$ cat src/rtl/pipe_shift_rotate.sv
// pipe_shift_rotate: pipelined shift/rotate functional unit.
// The log2(WIDTH) barrel levels are split evenly over STAGES register stages.
// Each stage carries the partially shifted value plus the op, amount, carry
// and tag it belongs to. The last stage register drives the result port.
//
// Handshake: a transfer happens on a rising clock edge where valid and ready
// are both high. in_ready depends only on pipeline occupancy and out_ready.
// It never depends on in_valid. While out_valid is high and out_ready is low,
// every output holds its value.
module pipe_shift_rotate #(
    parameter int WIDTH  = 32,
    parameter int STAGES = 2,
    parameter int TAG_W  = 5
) (
    input  logic                     clk,
    input  logic                     rst,
    input  logic                     in_valid,
    output logic                     in_ready,
    input  logic [2:0]               in_op,
    input  logic [WIDTH-1:0]         in_a,
    input  logic [$clog2(WIDTH)-1:0] in_s,
    input  logic [TAG_W-1:0]         in_tag,
    output logic                     out_valid,
    input  logic                     out_ready,
    output logic [WIDTH-1:0]         out_b,
    output logic                     out_c,
    output logic                     out_z,
    output logic                     out_bad,
    output logic [TAG_W-1:0]         out_tag
);
    localparam int L    = $clog2(WIDTH);
    localparam int LPS  = (L + STAGES - 1) / STAGES;
    localparam int LAST = STAGES - 1;

    localparam logic [2:0] OP_SLL = 3'b000;
    localparam logic [2:0] OP_SRL = 3'b001;
    localparam logic [2:0] OP_SRA = 3'b010;
    localparam logic [2:0] OP_ROR = 3'b011;
    localparam logic [2:0] OP_ROL = 3'b100;

    // Illegal geometry stops elaboration.
    if (WIDTH < 4 || WIDTH > 64 || (WIDTH & (WIDTH - 1)) != 0) begin : g_bad_width
        $error("pipe_shift_rotate: WIDTH must be a power of two in 4..64");
    end
    if (STAGES < 1 || STAGES > L) begin : g_bad_stages
        $error("pipe_shift_rotate: STAGES must be in 1..clog2(WIDTH)");
    end

    // Apply the barrel levels in [lo, hi) to x. Level k moves by 2^k when s[k] is set.
    // Reserved ops fall through unchanged.
    function automatic logic [WIDTH-1:0] apply_levels(
        input logic [WIDTH-1:0] x,
        input logic [2:0]       op,
        input logic [L-1:0]     s,
        input int               lo,
        input int               hi
    );
        logic [WIDTH-1:0] r;
        r = x;
        for (int k = 0; k < L; k++) begin
            if (k >= lo && k < hi && s[k]) begin
                case (op)
                    OP_SLL:  r = r << (1 << k);
                    OP_SRL:  r = r >> (1 << k);
                    OP_SRA:  r = $signed(r) >>> (1 << k);
                    OP_ROR:  r = (r >> (1 << k)) | (r << (WIDTH - (1 << k)));
                    OP_ROL:  r = (r << (1 << k)) | (r >> (WIDTH - (1 << k)));
                    default: r = r;
                endcase
            end
        end
        return r;
    endfunction

    // Per-stage pipeline registers
    logic             v_q   [STAGES];
    logic [WIDTH-1:0] b_q   [STAGES];
    logic [2:0]       op_q  [STAGES];
    logic [L-1:0]     s_q   [STAGES];
    logic             c_q   [STAGES];
    logic [TAG_W-1:0] tag_q [STAGES];
    logic             z_q;

    // Per-stage inputs (previous register or the request port) and next values
    logic             src_v   [STAGES];
    logic [WIDTH-1:0] src_b   [STAGES];
    logic [2:0]       src_op  [STAGES];
    logic [L-1:0]     src_s   [STAGES];
    logic             src_c   [STAGES];
    logic [TAG_W-1:0] src_tag [STAGES];
    logic [WIDTH-1:0] b_d     [STAGES];
    logic [STAGES-1:0] load;

    // The carry bit is taken from the original operand.
    // For ROR the bit that ends up in the MSB is a[s-1]. For ROL the bit that ends up in the LSB is a[WIDTH-s].
    // So the rotates share their index with the matching shifts.
    logic [L-1:0] s_neg;
    logic [L-1:0] s_m1;
    logic         in_c;

    assign s_neg = ~in_s + L'(1);
    assign s_m1  = in_s - L'(1);

    // Raw carry selection at issue. The s=0 case is suppressed at the output.
    always_comb begin
        in_c = 1'b0;
        case (in_op)
            OP_SLL, OP_ROL:         in_c = in_a[s_neg];
            OP_SRL, OP_SRA, OP_ROR: in_c = in_a[s_m1];
            default:                in_c = 1'b0;
        endcase
    end

    // Wire each stage to its source and to its slice of the barrel levels.
    for (genvar j = 0; j < STAGES; j++) begin : g_stage
        localparam int LO = j * LPS;
        localparam int HI = ((j + 1) * LPS < L) ? (j + 1) * LPS : L;
        if (j == 0) begin : g_src_port
            assign src_v[j]   = in_valid;
            assign src_b[j]   = in_a;
            assign src_op[j]  = in_op;
            assign src_s[j]   = in_s;
            assign src_c[j]   = in_c;
            assign src_tag[j] = in_tag;
        end else begin : g_src_reg
            assign src_v[j]   = v_q[j-1];
            assign src_b[j]   = b_q[j-1];
            assign src_op[j]  = op_q[j-1];
            assign src_s[j]   = s_q[j-1];
            assign src_c[j]   = c_q[j-1];
            assign src_tag[j] = tag_q[j-1];
        end
        assign b_d[j] = apply_levels(src_b[j], src_op[j], src_s[j], LO, HI);
    end

    // The load condition ripples from the back of the pipe to the front.
    // An empty stage always loads. This collapses bubbles.
    always_comb begin : p_load
        logic ld;
        ld         = ~v_q[LAST] | out_ready;
        load       = '0;
        load[LAST] = ld;
        for (int j = LAST - 1; j >= 0; j--) begin
            ld      = ~v_q[j] | ld;
            load[j] = ld;
        end
    end

    // Pipeline registers. The payload loads only with a real op, so outputs hold otherwise.
    always_ff @(posedge clk or posedge rst) begin
        if (rst) begin
            for (int j = 0; j < STAGES; j++) begin
                v_q[j]   <= 1'b0;
                b_q[j]   <= '0;
                op_q[j]  <= '0;
                s_q[j]   <= '0;
                c_q[j]   <= 1'b0;
                tag_q[j] <= '0;
            end
            z_q <= 1'b0;
        end else begin
            for (int j = 0; j < STAGES; j++) begin
                if (load[j]) begin
                    v_q[j] <= src_v[j];
                    if (src_v[j]) begin
                        b_q[j]   <= b_d[j];
                        op_q[j]  <= src_op[j];
                        s_q[j]   <= src_s[j];
                        c_q[j]   <= src_c[j];
                        tag_q[j] <= src_tag[j];
                    end
                end
            end
            if (load[LAST] && src_v[LAST]) begin
                z_q <= (b_d[LAST] == '0);
            end
        end
    end

    assign in_ready  = load[0];
    assign out_valid = v_q[LAST];
    assign out_b     = b_q[LAST];
    assign out_c     = c_q[LAST] & (s_q[LAST] != '0);
    assign out_z     = z_q;
    assign out_bad   = (op_q[LAST] > OP_ROL);
    assign out_tag   = tag_q[LAST];

endmodule
$ cat config.mk
export PLATFORM = sky130hd
export DESIGN_NAME = pipe_shift_rotate
export DESIGN_NICKNAME = d
export VERILOG_FILES = /design/src/rtl/pipe_shift_rotate.sv
export SDC_FILE = /design/constraint.sdc
export NUM_CORES = 1
export LEC_CHECK = 0
export BUFFER_PORTS_ARGS = -buffer_cell sky130_fd_sc_hd__clkbuf_2
export CAP_MARGIN = 40
export CORE_MARGIN = 2
export CORE_UTILIZATION = 40
export CTS_CLUSTER_DIAMETER = 50
export DETAILED_ROUTE_END_ITERATION = 12
export PLACE_DENSITY_LB_ADDON = 0.05
export SLEW_MARGIN = 5
export SYNTH_ARGS = -nofsm -noshare
export SYNTH_HDL_FRONTEND = slang
export SYNTH_SLANG_ARGS = --single-unit
$ cat constraint.sdc
create_clock -name clk -period 8.09 [get_ports clk]
set_input_delay 1.618 -clock clk [delete_from_list [all_inputs] [get_ports clk]]
set_output_delay 1.618 -clock clk [all_outputs]
set_load 0.05 [all_outputs]
**After elaboration in Yosys (flattened, before gate mapping)**

Index checks and enable logic that the tools add are counted.
W data, S select, Z words.

- Muxes and demuxes: 15
- Bitwise logic cells: 15
- Magnitude comparators: 3
- Reductions and logical operators: 10
- Add/subtract/negate cells: 2
- Eq/ne operators: 8

Operators by type and width:

| operator | number |
|---|---|
| $pmux W32 S5 | 4 |
| $mux W32 | 5 |
| $pmux W32 S4 | 1 |
| $logic_not A32 Y1 | 1 |
| $or A24 B32 Y32 | 1 |
| $or A28 B32 Y32 | 1 |
| $or A30 B32 Y32 | 1 |
| $or A31 B32 Y32 | 1 |
| $or A32 B1 Y32 | 1 |
| $or A32 B16 Y32 | 1 |
| $or A32 B2 Y32 | 1 |
| $or A32 B4 Y32 | 1 |
| $or A32 B8 Y32 | 1 |
| $eq A3 B2 Y1 const B | 4 |
| $lt A5 B6 Y1 const B | 2 |
| $bmux W1 S5 | 2 |
| $eq A3 B1 Y1 const B | 2 |
| $eq A3 B3 Y1 const B | 2 |
| $logic_not A3 Y1 | 2 |
| $add A5 B1 Y5 const B | 1 |
| $not A5 Y5 | 1 |
| $reduce_bool A5 Y1 | 1 |
| $sub A5 B1 Y5 const B | 1 |
| $reduce_and A2 Y1 | 2 |
| 9 further kinds | 13 |

- Output and inout port bits: 42
- Input bits: 49
- Register bits after elaboration: 95
- Word-level logic and storage cells: 66

**Depth between registers and ports, before layout**

- Depth after elaboration: 9
- Depth in mapped cells: 12
- Gate-level depth less buffers: 7

**Worst setup path after synthesis**

OpenSTA, ideal clock, no wires.

- Kind: input-to-reg
- From: in in_s[1]
- To: reg c_q[1] in the netlist's numbering
- Cell stages on the path: 12
- Data arrival time: 4.553 ns
- Slack: 3.418 ns
- Required time: 7.971 ns
- Cell sequence: clkbuf_1 clkinv_1 clkbuf_1 clkbuf_1 ha_1 clkbuf_1 clkbuf_1 mux4_2 mux4_2 mux2i_1 o221ai_1 o21a_1

- Word-level cells in the longest chain between the ends: 5

Ends and longest elaborated chain:

| element | RTL line | RTL |
|---|---|---|
| start, declared | 21 | `input logic [$clog2(WIDTH)-1:0] in_s,` |
| $not A5 Y5 | 101 | `assign s_neg = ~in_s + L'(1);` |
| $add A5 B1 Y5 | 101 |  |
| $bmux W1 S5 | 108 | `OP_SLL, OP_ROL: in_c = in_a[s_neg];` |
| $mux W1 (implied by the code) | 108 |  |
| $pmux W1 S2 * | 107 | `case (in_op)` |
| end signal, assigned by index | 169 | `c_q[j] <= src_c[j];` |
| end, declared | 80 | `logic c_q [STAGES];` |

Mark *: on every way between the ends. The rest lies on a longest branch, timed or not. The select of a mux whose other input is x is not followed.
A chain may end at the register's enable or synchronous reset.

**Worst setup path in the final report**

- From: in in_s[0]
- To: reg c_q[1] in the netlist's numbering

Same word-level chain as after synthesis.

==> out/metrics.csv <==
stage,metric,value,unit
drt,vias_per_cell,6.40,
sta,period_needed,4430,ps
cts,post_cts_resized,0,
power_and_ir_drop,p_total,2140,uW
worst_setup_path,worstSetupEndpoint,c_q[1],
cells_and_area,layout-drive-gt1-share,0.198,
synthesis,synth.top_cells.by_count,"114 x nand2_1, 95 x dfrtp_1, 85 x o22ai_1",
synthesis,avgSynthCellArea,8.37,um^2
sta,setup_violations,0,
cells_and_area,antenna_cells,0,
cells_and_area,syn2layout_area_growth,6.63,%
drt,first_iter_violations,893,
synthesis,synth_fa_ha_area_frac,0.00151,
synthesis,synthMuxAreaShare,0.112,
synthesis,syn_inst,990,
cts,hold_buffers,0,
sta,clock.fmax,0.226,GHz
floorplan,core,0.0203,mm^2
worst_setup_path,worstReg2RegEnd,out_z,
synthesis,synth_edf_count,0,
cts,cts-root-buf,clkbuf_16,
floorplan,row_count,52,
drt,routed-wl-met2,13600,um
sta,relSlewSlack,0.411,
cells_and_area,regArea,0.00238,mm^2
synthesis,syn_area,0.00828,mm^2
worst_setup_path,crit_path_end_kind,flop,
sta,finalClockSkew,12.2,ps
synthesis,synth-main-ff-cell,dfrtp_1,
synthesis,synthTopCellsByArea,"dfrtp_1 29%, o22ai_1 6.4%, mux4_2 5.4%",
synthesis,yosys_warnings,0,
synthesis,ys_ff_latch,95,
cts,cts_buffers,9,
global_route,gr-total-overflow,0,
power_and_ir_drop,ir_worst_vdd,0.0947,mV
synthesis,synthSimpleGateAreaFrac,0.135,
worst_setup_path,arrival,4680,ps
floorplan,start_util,0.408,
floorplan,die_area,0.0219,mm^2
synthesis,synth_xor_xnor_area_share,0.00317,
worst_setup_path,start_kind,input pin,
drt,num_vias,8027,
hold_path,hold_path_class,flop to flop,
sta,period_share,0.548,
cts,postCtsSetupBuffers,0,
worst_setup_path,worstSetupStartpoint,in_s[0],
cells_and_area,multiInputGateArea,0.00517,mm^2
drt,highest_layer,met4,
power_and_ir_drop,power_density,243,mW/mm^2
sta,rsz0062_at_grt,false,
worst_setup_path,path_class,input pin to flop,
synthesis,synth_top_family_by_area,compound AO/OA/AOI/OAI gates,
cts,clk_pin_slew,70,ps
synthesis,synth.most_common_cell,nand2_1,
worst_setup_path,reg2reg_depth,8,
global_route,grt_pass1_wl,45200,um
drt,drt-met1-wl,13000,um
power_and_ir_drop,p_leak,0.00361,uW
synthesis,synth.net_count,1040,
cells_and_area,final_core_util,0.435,
drt,drc,0,
cts,clkLatencyLatePin,360,ps
status,outcome,"complete, no violations",
synthesis,synth_compound_area_frac,0.370,
worst_setup_path,required,8340,ps
sta,hold_viol_final,0,
run,max_cap_viol_count,0,
sta,setup_tns,0,ps
cts,cts_tree,yes,
cells_and_area,fillers,2109,
worst_setup_path,worstReg2RegStart,op_q[4],
cts,clock-sinks,95,
synthesis,async_flop_share,1.00,
synthesis,synth_cell_type_count,69,
drt,ant_nets,0,
global_route,grt_util_all_layers,0.264,
drt,drt_pass1_iterations,6,
synthesis,ys_seq_area_frac,0.287,
worst_setup_path,reg2reg_slack,5010,ps
place,place.gp.congestion,0.903,
floorplan,die_h,148,um
worst_setup_path,cp_max_fo,21,
global_route,grt_max_degree,79,
cts,clockBufferDepth,2,
sta,drv_slew,0,
cts,h-tree-depth,3,
place,hpwl,20300,um
synthesis,yosysTopAreaCell,dfrtp_1,
synthesis,synth.top_cell.area_share,0.287,
sta,tightest_slew,883,ps
floorplan,io_pins,91,
place,io_buffers,90,
drt,wire_per_inst,23.1,um
drt,met3WireLength,1840,um
floorplan,die_w,148,um
global_route,antenna_found_initial,0,
cells_and_area,nNetsFinal,1030,
global_route,grt_pass1_vias,7301,
drt,drt_wl_total,29000,um
[critical path, cell delays in order]
cell and delay (ps):
buf_4 300, inv_1 400, ha_1 850, mux4_2 570, mux4_2 480, mux2i_1 150
o221ai_1 150, o21a_1 150
[layout make-up]
type	count	share of cell area
multi-input combinational	757	0.586
clock inverter	6	0.00765
clock buffer	10	0.0259
tap	270	0.0383
sequential	95	0.269
inverter	8	0.00368
timing repair buffer	109	0.0697
[stage by stage]
stage | cells | area, um^2 | setup slack [ps] | hold slack, ps
after CTS | 1255 | 8830 | 3690 | 478
after floorplan | 990 | 8280 | 3420 | 441
after detailed placement | 1239 | 8530 | 3310 | 461
after global placement | 1236 | 8490 | 3370 | 458
final | 1255 | 8830 | 3660 | 477
after global routing | 1255 | 8830 | 3480 | 500
[cells by family (layout without fill, tap and decap cells)]
group / after synthesis / after routing
AO/OA/AOI/OAI: 438 / 438
AND/OR/NAND/NOR: 249 / 249
buffers and inverters: 138 / 133
flip-flops: 95 / 95
multiplexers: 66 / 66
XOR/XNOR: 3 / 3
adder cells (fa/ha/maj): 1 / 1
[metal layers]
layer,vias to the layer above,track usage
li1,3734,-
met1,3881,0.370
met2,362,0.424
met3,50,0.0426
met4,0,0.0733
met5,-,0
[state kept, by name (all words and copies together), names as in the netlist]
name	flops
b_q	32
out_b	32
s_q	10
op_q	6
out_tag	5
src_tag	5
c_q	2
out_valid	1
out_z	1
src_v	1
[report_power, final]
part | internal [uW] | switching (uW) | total (uW)
combinational | 326 | 688 | 1010
clock | 241 | 194 | 436
sequential | 587 | 106 | 694
[layout by cell type, fill, tap and decap left out, types with 10 or more instances in the layout]
| cell | count |
|---|---|
| nand2_1 | 113 |
| dfrtp_1 | 95 |
| clkbuf_2 | 89 |
| o22ai_1 | 85 |
| o21ai_0 | 79 |
| a21oi_1 | 66 |
| nor2_1 | 63 |
| a22oi_1 | 49 |
| mux2i_1 | 32 |
| a2bb2oi_1 | 25 |
| mux4_2 | 20 |
| buf_4 | 17 |
| a22o_1 | 16 |
| mux2_2 | 14 |
| a2bb2oi_2 | 11 |
| nor2b_1 | 10 |
| nand2b_1 | 10 |
[worst min-delay path by stage]
stage	from	to	cells past startpoint	slack (ps)
after floorplan	s_q[4]	s_q[4]	2	440
after global placement	src_tag[0]	src_tag[0]	2	460
after detailed placement	s_q[7]	s_q[7]	2	460
after CTS	s_q[7]	s_q[7]	2	480
after global routing	out_b[10]	out_b[10]	1	500
final	out_b[9]	out_b[9]	2	480
(Power assumes the default switching activity.)
